===== src/rtl/tl_pkg.sv =====
// TileLink-UL channel types and opcode constants shared by peripherals on the
// peripheral bus.
package tl_pkg;

    localparam logic [2:0] TL_PUT_FULL        = 3'd0;
    localparam logic [2:0] TL_PUT_PARTIAL     = 3'd1;
    localparam logic [2:0] TL_GET             = 3'd4;
    localparam logic [2:0] TL_ACCESS_ACK      = 3'd0;
    localparam logic [2:0] TL_ACCESS_ACK_DATA = 3'd1;

    typedef struct packed {
        logic        a_valid;
        logic [2:0]  a_opcode;
        logic [2:0]  a_param;
        logic [1:0]  a_size;
        logic [7:0]  a_source;
        logic [31:0] a_address;
        logic [3:0]  a_mask;
        logic [31:0] a_data;
        logic        a_ready;
    } tilelink_a;

    typedef struct packed {
        logic        d_valid;
        logic [2:0]  d_opcode;
        logic [1:0]  d_param;
        logic [1:0]  d_size;
        logic [7:0]  d_source;
        logic        d_sink;
        logic [31:0] d_data;
        logic        d_error;
        logic        d_ready;
    } tilelink_d;

endpackage


===== src/rtl/uart_pkg.sv =====
// UART register offsets, STATUS bit positions and serial FSM state encodings.
package uart_pkg;

    localparam logic [1:0] REG_DATA   = 2'd0;
    localparam logic [1:0] REG_STATUS = 2'd1;
    localparam logic [1:0] REG_DIV    = 2'd2;
    localparam logic [1:0] REG_RSVD   = 2'd3;

    localparam int ST_TX_FULL   = 0;
    localparam int ST_TX_EMPTY  = 1;
    localparam int ST_RX_FULL   = 2;
    localparam int ST_RX_EMPTY  = 3;
    localparam int ST_OVERRUN   = 4;
    localparam int ST_TX_BUSY   = 5;
    localparam int ST_FRAME_ERR = 6;

    typedef enum logic [1:0] {TX_IDLE, TX_START, TX_DATA, TX_STOP} tx_state_e;
    typedef enum logic [1:0] {RX_IDLE, RX_START, RX_DATA, RX_STOP} rx_state_e;

endpackage


===== src/rtl/sync_fifo.sv =====
// Single-clock FIFO with first-word fall-through read data. A push into a
// full FIFO is accepted only when a pop happens in the same cycle.
module sync_fifo #(
    parameter int WIDTH = 8,
    parameter int DEPTH = 8
) (
    input  logic             clock,
    input  logic             reset,
    input  logic             push,
    input  logic             pop,
    input  logic [WIDTH-1:0] wdata,
    output logic [WIDTH-1:0] rdata,
    output logic             full,
    output logic             empty
);

    localparam int AW = $clog2(DEPTH);

    logic [WIDTH-1:0] mem_q [DEPTH];
    logic [AW:0]      wptr_q, rptr_q;
    logic             do_push, do_pop;

    assign empty   = (wptr_q == rptr_q);
    assign full    = (wptr_q[AW] != rptr_q[AW]) && (wptr_q[AW-1:0] == rptr_q[AW-1:0]);
    assign do_pop  = pop && !empty;
    assign do_push = push && (!full || do_pop);
    assign rdata   = mem_q[rptr_q[AW-1:0]];

    always_ff @(posedge clock or posedge reset) begin
        if (reset) begin
            wptr_q <= '0;
            rptr_q <= '0;
        end else begin
            if (do_push) wptr_q <= wptr_q + (AW+1)'(1);
            if (do_pop)  rptr_q <= rptr_q + (AW+1)'(1);
        end
    end

    // NOTE: storage is left unreset; the pointers alone define what is valid.
    always_ff @(posedge clock) begin
        if (do_push) mem_q[wptr_q[AW-1:0]] <= wdata;
    end

endmodule


===== src/rtl/tl_uart.sv =====
// TL-UL slave UART: 8N1 transmitter and receiver behind DATA/STATUS/DIV
// registers, with TX/RX FIFOs and a runtime baud divisor.
module tl_uart
    import tl_pkg::*;
    import uart_pkg::*;
#(
    parameter int                 FIFO_DEPTH = 8,
    parameter int                 DIV_WIDTH  = 16,
    parameter logic [DIV_WIDTH-1:0] RESET_DIV = DIV_WIDTH'(15)
) (
    input  logic      clock,
    input  logic      reset,
    input  tilelink_a tla,
    output logic      a_ready,
    output tilelink_d tld,
    input  logic      d_ready,
    input  logic      uart_rx,
    output logic      uart_tx,
    output logic      irq
);

    tilelink_d            tld_q, tld_d;
    logic [DIV_WIDTH-1:0] div_q, div_d;
    logic                 overrun_q, overrun_d, frame_err_q, frame_err_d, irq_q;

    logic       tx_push, tx_pop, tx_full, tx_empty;
    logic       rx_push, rx_pop, rx_full, rx_empty;
    logic [7:0] tx_rdata, rx_rdata;
    logic [6:0] status;
    logic       accept, is_get, is_put, sticky_clr, frame_set, overrun_set, unused_tla;
    logic [1:0] reg_sel;

    tx_state_e            tx_state_q;
    logic [DIV_WIDTH-1:0] tx_timer_q;
    logic [2:0]           tx_cnt_q;
    logic [7:0]           tx_shift_q;
    logic                 tx_line_q, tx_bit_end;

    rx_state_e            rx_state_q;
    logic [DIV_WIDTH-1:0] rx_timer_q, rx_half_load;
    logic [DIV_WIDTH:0]   rx_half;
    logic [2:0]           rx_cnt_q;
    logic [7:0]           rx_shift_q;
    logic [1:0]           rx_sync_q;
    logic                 rx_prev_q, rx_s, rx_bit_end;

    sync_fifo #(.WIDTH(8), .DEPTH(FIFO_DEPTH)) u_tx_fifo (
        .clock(clock), .reset(reset), .push(tx_push), .pop(tx_pop),
        .wdata(tla.a_data[7:0]), .rdata(tx_rdata), .full(tx_full), .empty(tx_empty)
    );

    sync_fifo #(.WIDTH(8), .DEPTH(FIFO_DEPTH)) u_rx_fifo (
        .clock(clock), .reset(reset), .push(rx_push), .pop(rx_pop),
        .wdata(rx_shift_q), .rdata(rx_rdata), .full(rx_full), .empty(rx_empty)
    );

    assign unused_tla = ^tla;
    assign a_ready    = !reset && !tld_q.d_valid;
    assign accept     = tla.a_valid && a_ready;
    assign reg_sel    = tla.a_address[3:2];
    assign is_get     = (tla.a_opcode == TL_GET);
    assign is_put     = (tla.a_opcode == TL_PUT_FULL) || (tla.a_opcode == TL_PUT_PARTIAL);
    assign status     = {frame_err_q, (tx_state_q != TX_IDLE), overrun_q,
                         rx_empty, rx_full, tx_empty, tx_full};

    // NOTE: every output of this block gets a default first, so no latch can form.
    always_comb begin
        tld_d      = tld_q;
        div_d      = div_q;
        tx_push    = 1'b0;
        rx_pop     = 1'b0;
        sticky_clr = 1'b0;
        if (tld_q.d_valid && d_ready) tld_d.d_valid = 1'b0;
        if (accept) begin
            tld_d          = '0;
            tld_d.d_valid  = 1'b1;
            tld_d.d_source = tla.a_source;
            tld_d.d_size   = tla.a_size;
            tld_d.d_opcode = TL_ACCESS_ACK;
            if (is_get) begin
                tld_d.d_opcode = TL_ACCESS_ACK_DATA;
                case (reg_sel)
                    REG_DATA: begin
                        rx_pop        = !rx_empty;
                        tld_d.d_data  = rx_empty ? 32'd0 : {24'd0, rx_rdata};
                    end
                    REG_STATUS: begin
                        tld_d.d_data = {25'd0, status};
                        sticky_clr   = 1'b1;
                    end
                    REG_DIV: tld_d.d_data  = 32'(div_q);
                    default: tld_d.d_error = 1'b1;
                endcase
            end else if (is_put) begin
                case (reg_sel)
                    REG_DATA: begin
                        if (tla.a_mask[0]) begin
                            // Fullness is judged before any same-cycle FSM pop.
                            if (tx_full) tld_d.d_error = 1'b1;
                            else         tx_push       = 1'b1;
                        end
                    end
                    REG_DIV: begin
                        for (int i = 0; i < DIV_WIDTH/8; i++)
                            if (tla.a_mask[i]) div_d[8*i +: 8] = tla.a_data[8*i +: 8];
                    end
                    REG_RSVD: tld_d.d_error = 1'b1;
                    default: ;
                endcase
            end else begin
                tld_d.d_error = 1'b1;
            end
        end
    end

    assign overrun_set = rx_push && rx_full && !rx_pop;
    assign overrun_d   = overrun_set || (overrun_q && !sticky_clr);
    assign frame_err_d = frame_set || (frame_err_q && !sticky_clr);

    always_ff @(posedge clock or posedge reset) begin
        if (reset) begin
            tld_q       <= '0;
            div_q       <= RESET_DIV;
            overrun_q   <= 1'b0;
            frame_err_q <= 1'b0;
            irq_q       <= 1'b0;
        end else begin
            tld_q       <= tld_d;
            div_q       <= div_d;
            overrun_q   <= overrun_d;
            frame_err_q <= frame_err_d;
            irq_q       <= !rx_empty || overrun_q || frame_err_q;
        end
    end

    assign tld = tld_q;
    assign irq = irq_q;

    // The bit timer reloads from div_q at each bit boundary, so a DIV write
    // only affects the next bit.
    assign tx_bit_end = (tx_timer_q == '0);
    assign tx_pop     = !tx_empty && ((tx_state_q == TX_IDLE) ||
                                      (tx_state_q == TX_STOP && tx_bit_end));
    assign uart_tx    = tx_line_q;

    always_ff @(posedge clock or posedge reset) begin
        if (reset) begin
            tx_state_q <= TX_IDLE;
            tx_timer_q <= '0;
            tx_cnt_q   <= '0;
            tx_shift_q <= '0;
            tx_line_q  <= 1'b1;
        end else begin
            if (tx_state_q != TX_IDLE) tx_timer_q <= tx_timer_q - DIV_WIDTH'(1);
            case (tx_state_q)
                TX_IDLE: if (!tx_empty) begin
                    tx_shift_q <= tx_rdata;
                    tx_line_q  <= 1'b0;
                    tx_timer_q <= div_q;
                    tx_state_q <= TX_START;
                end
                TX_START: if (tx_bit_end) begin
                    tx_line_q  <= tx_shift_q[0];
                    tx_shift_q <= tx_shift_q >> 1;
                    tx_cnt_q   <= '0;
                    tx_timer_q <= div_q;
                    tx_state_q <= TX_DATA;
                end
                TX_DATA: if (tx_bit_end) begin
                    tx_timer_q <= div_q;
                    if (tx_cnt_q == 3'd7) begin
                        tx_line_q  <= 1'b1;
                        tx_state_q <= TX_STOP;
                    end else begin
                        tx_line_q  <= tx_shift_q[0];
                        tx_shift_q <= tx_shift_q >> 1;
                        tx_cnt_q   <= tx_cnt_q + 3'd1;
                    end
                end
                TX_STOP: if (tx_bit_end) begin
                    if (!tx_empty) begin
                        tx_shift_q <= tx_rdata;
                        tx_line_q  <= 1'b0;
                        tx_timer_q <= div_q;
                        tx_state_q <= TX_START;
                    end else begin
                        tx_state_q <= TX_IDLE;
                    end
                end
                default: tx_state_q <= TX_IDLE;
            endcase
        end
    end

    assign rx_s         = rx_sync_q[1];
    assign rx_bit_end   = (rx_timer_q == '0);
    assign rx_half      = ({1'b0, div_q} + (DIV_WIDTH+1)'(1)) >> 1;
    assign rx_half_load = (rx_half == '0) ? '0 : DIV_WIDTH'(rx_half - (DIV_WIDTH+1)'(1));
    assign rx_push      = (rx_state_q == RX_STOP) && rx_bit_end && rx_s;
    assign frame_set    = (rx_state_q == RX_STOP) && rx_bit_end && !rx_s;

    always_ff @(posedge clock or posedge reset) begin
        if (reset) begin
            rx_sync_q  <= 2'b11;
            rx_prev_q  <= 1'b1;
            rx_state_q <= RX_IDLE;
            rx_timer_q <= '0;
            rx_cnt_q   <= '0;
            rx_shift_q <= '0;
        end else begin
            rx_sync_q <= {rx_sync_q[0], uart_rx};
            rx_prev_q <= rx_s;
            if (rx_state_q != RX_IDLE) rx_timer_q <= rx_timer_q - DIV_WIDTH'(1);
            case (rx_state_q)
                RX_IDLE: if (rx_prev_q && !rx_s) begin
                    rx_timer_q <= rx_half_load;
                    rx_state_q <= RX_START;
                end
                RX_START: if (rx_bit_end) begin
                    rx_cnt_q   <= '0;
                    rx_timer_q <= div_q;
                    rx_state_q <= rx_s ? RX_IDLE : RX_DATA;
                end
                RX_DATA: if (rx_bit_end) begin
                    rx_shift_q <= {rx_s, rx_shift_q[7:1]};
                    rx_timer_q <= div_q;
                    rx_cnt_q   <= rx_cnt_q + 3'd1;
                    if (rx_cnt_q == 3'd7) rx_state_q <= RX_STOP;
                end
                RX_STOP: if (rx_bit_end) rx_state_q <= RX_IDLE;
                default: rx_state_q <= RX_IDLE;
            endcase
        end
    end

endmodule


===== config.mk =====
export PLATFORM = sky130hd
export DESIGN_NAME = tl_uart
export DESIGN_NICKNAME = d
export VERILOG_FILES = /design/src/rtl/tl_pkg.sv /design/src/rtl/uart_pkg.sv /design/src/rtl/sync_fifo.sv /design/src/rtl/tl_uart.sv
export SDC_FILE = /design/constraint.sdc
export NUM_CORES = 1
export LEC_CHECK = 0
export CELL_PAD_IN_SITES_DETAIL_PLACEMENT = 0
export CELL_PAD_IN_SITES_GLOBAL_PLACEMENT = 1
export CORE_UTILIZATION = 41
export DETAILED_ROUTE_END_ITERATION = 8
export GPL_TIMING_DRIVEN = 0
export PLACE_DENSITY = 0.83
export SYNTH_ARGS = -nofsm -noshare
export SYNTH_HDL_FRONTEND = slang
export SYNTH_SLANG_ARGS = --single-unit

===== constraint.sdc =====
create_clock -name clock -period 3.54 [get_ports clock]
set_input_delay 0.354 -clock clock [delete_from_list [all_inputs] [get_ports clock]]
set_output_delay 0.354 -clock clock [all_outputs]
set_load 0.02 [all_outputs]

==> impl_metrics.ini, run 1 <==
[flow_run]
cap_violations = 0

[clock_tree]
insertion_delay_ps = 540
root_buffer = clkbuf_16
cts_tree = yes
cts.clk_slew.worst_paths_ps = 60
clock-sinks = 254
cts_hold_buf = 0
numCtsBuffers = 28
ctsHtreeMaxLevel = 1
cts_buffer_depth = 3

[global_routing]
grt_pass1_wl_mm = 44.7
grt-ovfl-total = 0
grt_pass1_vias = 8103
grt_antenna_before_repair = 0
gr-usage-all-layers_pct = 18.6
grt_max_degree = 41

[finish]
final_nets = 1251
diodes = 0
final_cells = 1548
area_delta_synth_final_pct = 20.9
drive_above_1_share_pct = 16.4

[synth]
synth_top_cells_by_area = edfxtp_1 (31%), dfrtp_1 (24%), mux4_2 (5.9%)
yosys_warnings = 0
syn_area_mm2 = 0.0123
netlist_instances = 1003
async_flop_share_pct = 49.6
yosysTopAreaCell = edfxtp_1
synth.top_cells.by_count = edfxtp_1 (128), dfrtp_1 (118), nand2_1 (97)
synth-edff-count = 128
syn_area_per_cell_um2 = 12.3
ys_seq_area_share_pct = 56.9
synthFlopType = edfxtp_1
synth_most_common_cell = edfxtp_1
synth_top_area_share_pct = 31.2
ys_types = 64
ys_ff_latch = 254

[floorplanning]
start_util_pct = 41.6
ios = 144
dieArea_mm2 = 0.0307
core_area_mm2 = 0.0296
fp.dieH_um = 175
die_w_um = 175
std_cell_rows = 63

[route]
wl_per_cell_um = 18.3
drtIter0Drc = 811
vias = 8270
drc = 0
drt_pass1_iterations = 7
routed_wl_mm = 28.4
viasPerCell = 5.34
final_antenna_net_count = 0

[timing]
final_max_slew_viol_count = 0
fin_skew_ps = 14.5
grt_setup_unrepaired = false
worst_slew_pin_slew_ps = 964
fmax_mhz = 301
hold_viol = 0
whs_ps = 227
post-route-period-util_pct = 93.8
relSlewSlack_pct = 35.5
setup-violations-final = 0
period_needed_ps = 3320

[worst_setup_path]
crit_arrival_ps = 3740
crit_fanout = 10
crit_path_start_kind = flip-flop
cp.required_ps = 3960
endpoint_kind = flip-flop
crit_type = flip-flop to flip-flop
r2r_slack_ps = 220

[place]
gp_congestion = 0.865
port_buffers = 69
hpwl_mm = 19.4
place_inst = 1487

[power]
peakVddDrop_mv = 0.462
power_density_mw_per_mm2 = 714
leakagePower_nw = 5.75

[run_status]
status = completed

[min_path]
hp-class = input port to flip-flop
[final timing paths]
kind / startpoint / endpoint / cells after the start
min in group asynchronous: reset / irq$_DFF_PP0_ / 2
worst max-delay path: div_q[2]$_DFFE_PP1P_ / rx_timer_q[4]$_DFF_PP0_ / 9
worst min-delay path: uart_rx / rx_sync_q[0]$_DFF_PP1_ / 1
worst max register to register: div_q[2]$_DFFE_PP1P_ / rx_timer_q[4]$_DFF_PP0_ / 9
worst min register to register: rx_sync_q[0]$_DFF_PP1_ / rx_sync_q[1]$_DFF_PP1_ / 0
max in group asynchronous: reset / div_q[2]$_DFFE_PP1P_ / 4
[repair_timing]
action	CTS	global route
buffers inserted	0	9
resized for setup	3	12
setup endpoints to repair	64	74
cloned	0	0
pin swaps	0	4
[cells by family after synthesis]
group	Yosys count	synth area share [%]
simple gates	297	11.6
flops	254	56.9
compound gates	170	9.14
buf+inv	94	3.66
mux	91	11.0
xor+xnor	71	5.05
fa+ha+maj	25	2.54
other cells	1	0.0305
[worst max-delay path, cell delays in order, from the launching register on]
cell and delay (ps):
dfstp_2 570, clkbuf_1 480, xnor2_1 210, ha_1 290, o21ai_0 210, or2_2 400
nor3b_1 340, nor3_1 130, buf_2 220, a221o_1 350
[flip-flops by register name (all words and copies together) (netlist names), named ones only]
| register | cells |
|---|---|
| div_q | 16 |
| u_tx_fifo.mem_q | 64 |
| irq | 1 |
| rx_cnt_q | 3 |
| u_rx_fifo.wptr_q | 4 |
| u_rx_fifo.rptr_q | 4 |
| tx_cnt_q | 3 |
| rx_prev_q | 1 |
| tld | 29 |
| tx_state_q | 2 |
| u_tx_fifo.rptr_q | 4 |
| tx_timer_q | 16 |
| tx_shift_q | 8 |
| u_rx_fifo.mem_q | 64 |
| u_tx_fifo.wptr_q | 4 |
| rx_timer_q | 16 |
| rx_shift_q | 8 |
| frame_err_q | 1 |
| rx_sync_q | 2 |
| uart_tx | 1 |
| rx_state_q | 1 |
| overrun_q | 1 |
[per-stage QoR]
step | cell area (µm²) | util [%] | setup slack (ps) | setup TNS [ps] | total power [mW]
finish | 14900 | 50.4 | 221 | 0 | 10.6
floorplan | 12400 | - | 287 | 0 | 6.37
global route | 14900 | 50.4 | 2.56 | 0 | 11.2
detailed placement | 13600 | 46.2 | -323 | -11660 | 7.27
global placement | 13600 | 45.9 | -603 | -21220 | 7.20
CTS | 14700 | 49.9 | -210 | -7090 | 10.7
[placed cells by master (no fill, tap or decap), types with 22 or more instances in the layout]
| master | netlist | final |
|---|---|---|
| dfrtp_1 | 118 | 118 |
| o21ai_0 | 55 | 55 |
| xnor2_1 | 49 | 49 |
| nand2_1 | 97 | 97 |
| ha_1 | 25 | 25 |
| edfxtp_1 | 128 | 128 |
| clkbuf_1 | 36 | 42 |
| mux2_2 | 38 | 38 |
| conb_1 | 1 | 22 |
| mux4_2 | 32 | 32 |
| xor2_1 | 22 | 22 |
| buf_4 | 23 | 31 |
| a21oi_1 | 29 | 29 |
| nor2_1 | 76 | 71 |
| clkdlybuf4s50_1 | 0 | 69 |
| clkbuf_16 | 0 | 31 |
[report_power, final]
group / leakage (nW) / internal, mW / switching, mW
clock: 0.524 / 2.18 / 1.19
combinational: 2.46 / 1.53 / 2.03
sequential: 2.77 / 3.42 / 0.276
[layer usage]
| metal | track usage (%) | part of all wire, % |
|---|---|---|
| met5 | 0 | 0 |
| met2 | 31.0 | 48 |
| met1 | 25.5 | 45 |
| met3 | 2.77 | 4.9 |
| met4 | 4.96 | 2.1 |
[final cells by class]
type	count	area, µm²
Fill cell	2572	14700
Sequential cell	254	7010
Multi-Input combinational cell	676	5020
Timing Repair Buffer	82	836
Clock buffer	38	806
Tap cell	390	488
Buffer	76	383
Clock inverter	14	280
Inverter	18	71.3
(Power assumes the default switching activity.)
==> run 2, diff against run 1 <==
CORE_UTILIZATION = 40   (was 41)
GPL_TIMING_DRIVEN = default   (was 0)
PLACE_DENSITY = 0.81   (was 0.83)
SYNTH_HIERARCHICAL = 1   (was default)
==> run 2 against run 1 <==
Combinational power increased by 1%; critical path type unchanged; setup slack improved by 220 ps; sequential power increased by 2%; clock skew increased by 8.2 ps.
==> impl_metrics.ini, run 2 <==
[clock_tree]
insertion_delay_ps = 550
post_cts_buffers = 0
cts_tree = yes
cts_resized = 0
numCtsBuffers = 28
root_buffer = clkbuf_16
cts_hold_buf = 0
cts_buffer_depth = 3
cts.clk_slew.worst_paths_ps = 60
clock-sinks = 254
ctsHtreeMaxLevel = 1

[finish]
final_nets = 1178
final_common_cell = edfxtp_1
fill_cells = 2694
diodes = 0
area_delta_synth_final_pct = 15.7
final_cell_mix = edfxtp_1 (128), dfrtp_1 (118), nand2_1 (99)
fin_util_pct = 47.5
drive_above_1_share_pct = 19.5
stdcell_area_mm2 = 0.0147

[synth]
synth_top_area_share_pct = 30.2
async_flop_share_pct = 49.6
yosysTopAreaCell = edfxtp_1
synth.top_cells.by_count = edfxtp_1 (128), dfrtp_1 (118), nand2_1 (99)
ys_types = 86
netlist_instances = 975
synth_top_cells_by_area = edfxtp_1 (30%), dfrtp_1 (23%), mux4_1 (3.3%)
yosys_warnings = 6
ys_ff_latch = 254
synthFlopType = edfxtp_1
ys_seq_area_share_pct = 55.0
synth-edff-count = 128
syn_area_per_cell_um2 = 13.1
synth_most_common_cell = edfxtp_1
syn_area_mm2 = 0.0127

[floorplanning]
dieArea_mm2 = 0.0325
std_cell_rows = 64
start_util_pct = 41.1
fp.dieH_um = 180
ios = 144
die_w_um = 180
core_area_mm2 = 0.0310

[worst_setup_path]
crit_type = flip-flop to flip-flop
crit_path_top_delay_cell = or4_4
crit_path_start_kind = flip-flop
crit_fanout = 8
cp.required_ps = 3790
crit_path_max_incr_delay_ps = 540
crit_chain = or4_4, or3b_4, nor4b_4, a21oi_2, nor2_1, nor3_2, nor4_1, buf_4
endpoint_kind = flip-flop
crit_arrival_ps = 3350

[place]
port_buffers = 69
gp_congestion = 0.814
dpl_cell_area_mm2 = 0.0139
hpwl_mm = 19.1

[power]
peakVddDrop_mv = 0.392
leakagePower_nw = 5.72
power_density_mw_per_mm2 = 688

[timing]
fin_skew_ps = 22.7
fmax_mhz = 323
relSlewSlack_pct = 41.2
post-route-period-util_pct = 87.5
worst_slew_pin_slew_ps = 878
whs_ps = 231
period_needed_ps = 3100
final_max_slew_viol_count = 0
grt_setup_unrepaired = false
hold_viol = 0
setup-violations-final = 0

[route]
drtIter0Drc = 508
viasPerCell = 5.40
final_antenna_net_count = 0
wl_per_cell_um = 18.5
drc = 0
routed_wl_mm = 27.4
vias = 7996
drt_pass1_iterations = 5

[min_path]
hp-class = input port to flip-flop

[run_status]
status = completed

[global_routing]
grt_max_degree = 62
gr-usage-all-layers_pct = 17.0
grt_pass1_wl_mm = 44.2
grt_pass1_vias = 8097
grt-ovfl-total = 0
grt_antenna_before_repair = 0

[flow_run]
cap_violations = 0
## run 2: path summary, 6_finish.rpt
check | slack (ps) | cells after the start | from | end
max reg2reg | 440 | 8 | tx_timer_q[4]$_DFF_PP0_ | u_tx_fifo/mem_q[4][4]$_DFFE_PP_
min reg2reg | 350 | 0 | rx_sync_q[0]$_DFF_PP1_ | rx_sync_q[1]$_DFF_PP1_
min | 230 | 1 | uart_rx | rx_sync_q[0]$_DFF_PP1_
max in group asynchronous | 2300 | 3 | reset | rx_timer_q[11]$_DFF_PP0_
min in group asynchronous | 240 | 2 | reset | u_tx_fifo/wptr_q[1]$_DFFE_PP0P_
max | 440 | 8 | tx_timer_q[4]$_DFF_PP0_ | u_tx_fifo/mem_q[4][4]$_DFFE_PP_
## run 2: final cells by class
type	count	area (µm²)	share of cell area, %
clock inverter	17	153	1.04
sequential	254	7010	47.6
multi-input combinational	639	5200	35.3
timing repair buffer	116	1060	7.17
inverter	23	88.8	0.603
tap	396	495	3.36
clock buffer	35	727	4.94
## run 2: logic make-up after synthesis
kind of cell    count (synthesis)  share of synthesized area (%)
fa+ha+maj                      26                           2.56
simple gates                  275                           11.2
xor+xnor                       70                           5.11
flops                         254                           55.0
buf+inv                       103                           4.72
compound gates                156                           9.70
other cells                     1                         0.0295
mux                            90                           11.7
## run 2: power by group
group | internal (mW) | total (mW) | switching, mW
Combinational | 1.64 | 3.61 | 1.98
Clock | 1.61 | 2.77 | 1.16
Sequential | 3.42 | 3.76 | 0.338
Total | 6.66 | 10.1 | 3.47
## run 2: per-stage QoR
| step | std cells | power (mW) | setup WS (ps) | TNS (ps) |
|---|---|---|---|---|
| CTS | 1480 | 10.2 | 421 | 0 |
| detailed placement | 1428 | 7.43 | 447 | 0 |
| global placement | 1428 | 7.35 | 489 | 0 |
| global route | 1480 | 10.8 | 201 | 0 |
| finish | 1480 | 10.1 | 444 | 0 |
| floorplan | 996 | 6.72 | -115 | -2750 |
## run 2: worst max-delay path: cells and delay by family (launching register included)
family                 cells  cell delay (ps)
and+or+nand+nor            6             2000
buffers and inverters      1              230
DFF                        1              410
AOI/OAI and AO/OA          1              150
## run 2: per-layer routing
| metal | vias up | routed length [µm] | GRT usage (%) |
|---|---|---|---|
| li1 | 3778 | - | - |
| met1 | 4000 | 12200 | 23.1 |
| met2 | 183 | 13400 | 28.7 |
| met3 | 35 | 1200 | 2.57 |
| met4 | 0 | 513 | 4.03 |
| met5 | - | 0 | 0 |
==> run 3, diff against run 2 <==
ABC_CLOCK_PERIOD_IN_PS = 3540   (was default)
CELL_PAD_IN_SITES_DETAIL_PLACEMENT = default   (was 0)
CELL_PAD_IN_SITES_GLOBAL_PLACEMENT = default   (was 1)
PLACE_DENSITY = 0.69   (was 0.81)
SLEW_MARGIN = 20   (was default)
==> run 3 against run 2 <==
Final cell count fell by 0.54%; routed wire length down 1.8%; first-iteration DRC count is 15% higher; highest routed layer unchanged; critical endpoint is now rx_timer_q[4]$_DFF_PP0_; critical path depth unchanged; critical path type unchanged; core utilization up 0.19 points.
==> impl_metrics.ini, run 3 (synthesized netlist as in run 2, its figures left out) <==
[finish]
multi_input_area_mm2 = 0.00520
area_delta_synth_final_pct = 16.2
drive_above_1_share_pct = 19.6
final_common_cell = edfxtp_1
diodes = 0
regArea_mm2 = 0.00701
final_nets = 1170
fill_cells = 2677
fin_util_pct = 47.7
final_cell_mix = edfxtp_1 (128), dfrtp_1 (118), nand2_1 (99)

[route]
viasPerCell = 5.46
routed_wl_mm = 26.9
drt_pass1_iterations = 5
drtIter0Drc = 583
final_antenna_net_count = 0
wl_per_cell_um = 18.3
drc = 0
vias = 8043

[min_path]
holdPathStages = 1
hp-start = uart_rx
hp-class = input port to flip-flop
min_to = rx_sync_q[0]$_DFF_PP1_

[clock_tree]
cts.clk_slew.worst_paths_ps = 60
clock-sinks = 254
cts_hold_buf = 0
root_buffer = clkbuf_16
post_cts_buffers = 0
insertion_delay_ps = 550
cts_tree = yes
cts_resized = 0
cts_buffer_depth = 3
ctsHtreeMaxLevel = 1
numCtsBuffers = 28

[timing]
grt_setup_unrepaired = false
worst_slew_pin_slew_ps = 876
relSlewSlack_pct = 41.4
period_needed_ps = 3110
fmax_mhz = 321
final_max_slew_viol_count = 0
setup-violations-final = 0
fin_skew_ps = 9.86
hold_viol = 0
post-route-period-util_pct = 88.0

[global_routing]
grt-ovfl-total = 0
grt_pass1_wl_mm = 43.7
grt_antenna_before_repair = 0
gr-usage-all-layers_pct = 16.8
grt_max_degree = 55
grt_pass1_vias = 8009

[power]
totalPowerFinal_mw = 10.4
peakVddDrop_mv = 0.465
sw_frac_of_total_pct = 33.8
leakagePower_nw = 5.74
intPower_mw = 6.90
pwr-share-clk_pct = 29.6
p_switching_mw = 3.52
p_seq_share_pct = 36.1
power_density_mw_per_mm2 = 705
share_comb_of_total_power_pct = 34.3

[floorplanning]
die_w_um = 180
ios = 144
core_area_mm2 = 0.0310
fp.dieH_um = 180
start_util_pct = 41.1
dieArea_mm2 = 0.0325
std_cell_rows = 64

[worst_setup_path]
endpoint_kind = flip-flop
r2r_end = rx_timer_q[4]$_DFF_PP0_
rr_worst_depth = 8
crit_type = flip-flop to flip-flop
crit_fanout = 12
critical_path.startpoint = div_q[0]$_DFFE_PP1P_
r2r-start = div_q[0]$_DFFE_PP1P_
cp.required_ps = 4020
crit_path_start_kind = flip-flop
crit_arrival_ps = 3600
r2r_slack_ps = 430

[place]
port_buffers = 69
hpwl_mm = 18.2
gp_congestion = 0.845

[run_status]
status = completed

[flow_run]
cap_violations = 0
run 3: area by class of cell:
type	instances	area share [%]
flip-flops and latches	254	47.4
clock inverters	19	1.55
multi-input cells	639	35.2
repair buffers	108	6.73
inverters	23	0.601
well taps	396	3.35
clock buffers	33	5.21
run 3: through the flow:
| stage | hold WS [ps] | setup slack, ps | TNS (ps) | std cells | cell area (µm²) |
|---|---|---|---|---|---|
| final | 218 | 426 | 0 | 1472 | 14800 |
| after global routing | 208 | 179 | 0 | 1472 | 14800 |
| after CTS | 201 | 447 | 0 | 1472 | 14800 |
| after detailed placement | 381 | 461 | 0 | 1420 | 13800 |
| after global placement | 380 | 472 | 0 | 1420 | 13800 |
| after floorplan | 170 | -115 | -2750 | 996 | 12800 |
run 3: how the worst max path moves through the flow:
stage,endpoint,slack [ps],depth (start not counted)
2_1_floorplan,u_tx_fifo/mem_q[0][0]$_DFFE_PP_,-110,8
3_3_place_gp,u_tx_fifo/mem_q[3][3]$_DFFE_PP_,470,9
3_5_place_dp,u_tx_fifo/mem_q[2][3]$_DFFE_PP_,460,9
4_1_cts,u_tx_fifo/mem_q[3][7]$_DFFE_PP_,450,9
5_1_grt,u_tx_fifo/mem_q[3][1]$_DFFE_PP_,180,9
6_report,rx_timer_q[4]$_DFF_PP0_,430,8
run 3: routing by layer:
| layer | routed length (µm) | track usage [%] | up-vias |
|---|---|---|---|
| li1 | - | - | 3757 |
| met1 | 12100 | 23.0 | 4070 |
| met2 | 13000 | 27.6 | 172 |
| met3 | 1100 | 2.51 | 44 |
| met4 | 711 | 5.20 | 0 |
| met5 | 0 | 0 | - |
run 3: critical path, cell delays in order (launching register included):
cell      delay, ps
dfstp_2         670
ha_1            310
and3_1          360
a211oi_1        170
a32o_1          260
nand4b_1        190
o21bai_1        110
nor2_1          670
a221o_1         290
run 3: power groups by stage:
stage | Combinational, mW | Clock [mW] | Sequential (mW)
after floorplan | 2.99 | 0 | 3.72
after global placement | 3.51 | 0 | 3.80
after detailed placement | 3.56 | 0 | 3.81
after CTS | 3.60 | 3.16 | 3.76
after global routing | 3.95 | 3.27 | 3.82
final | 3.58 | 3.08 | 3.77
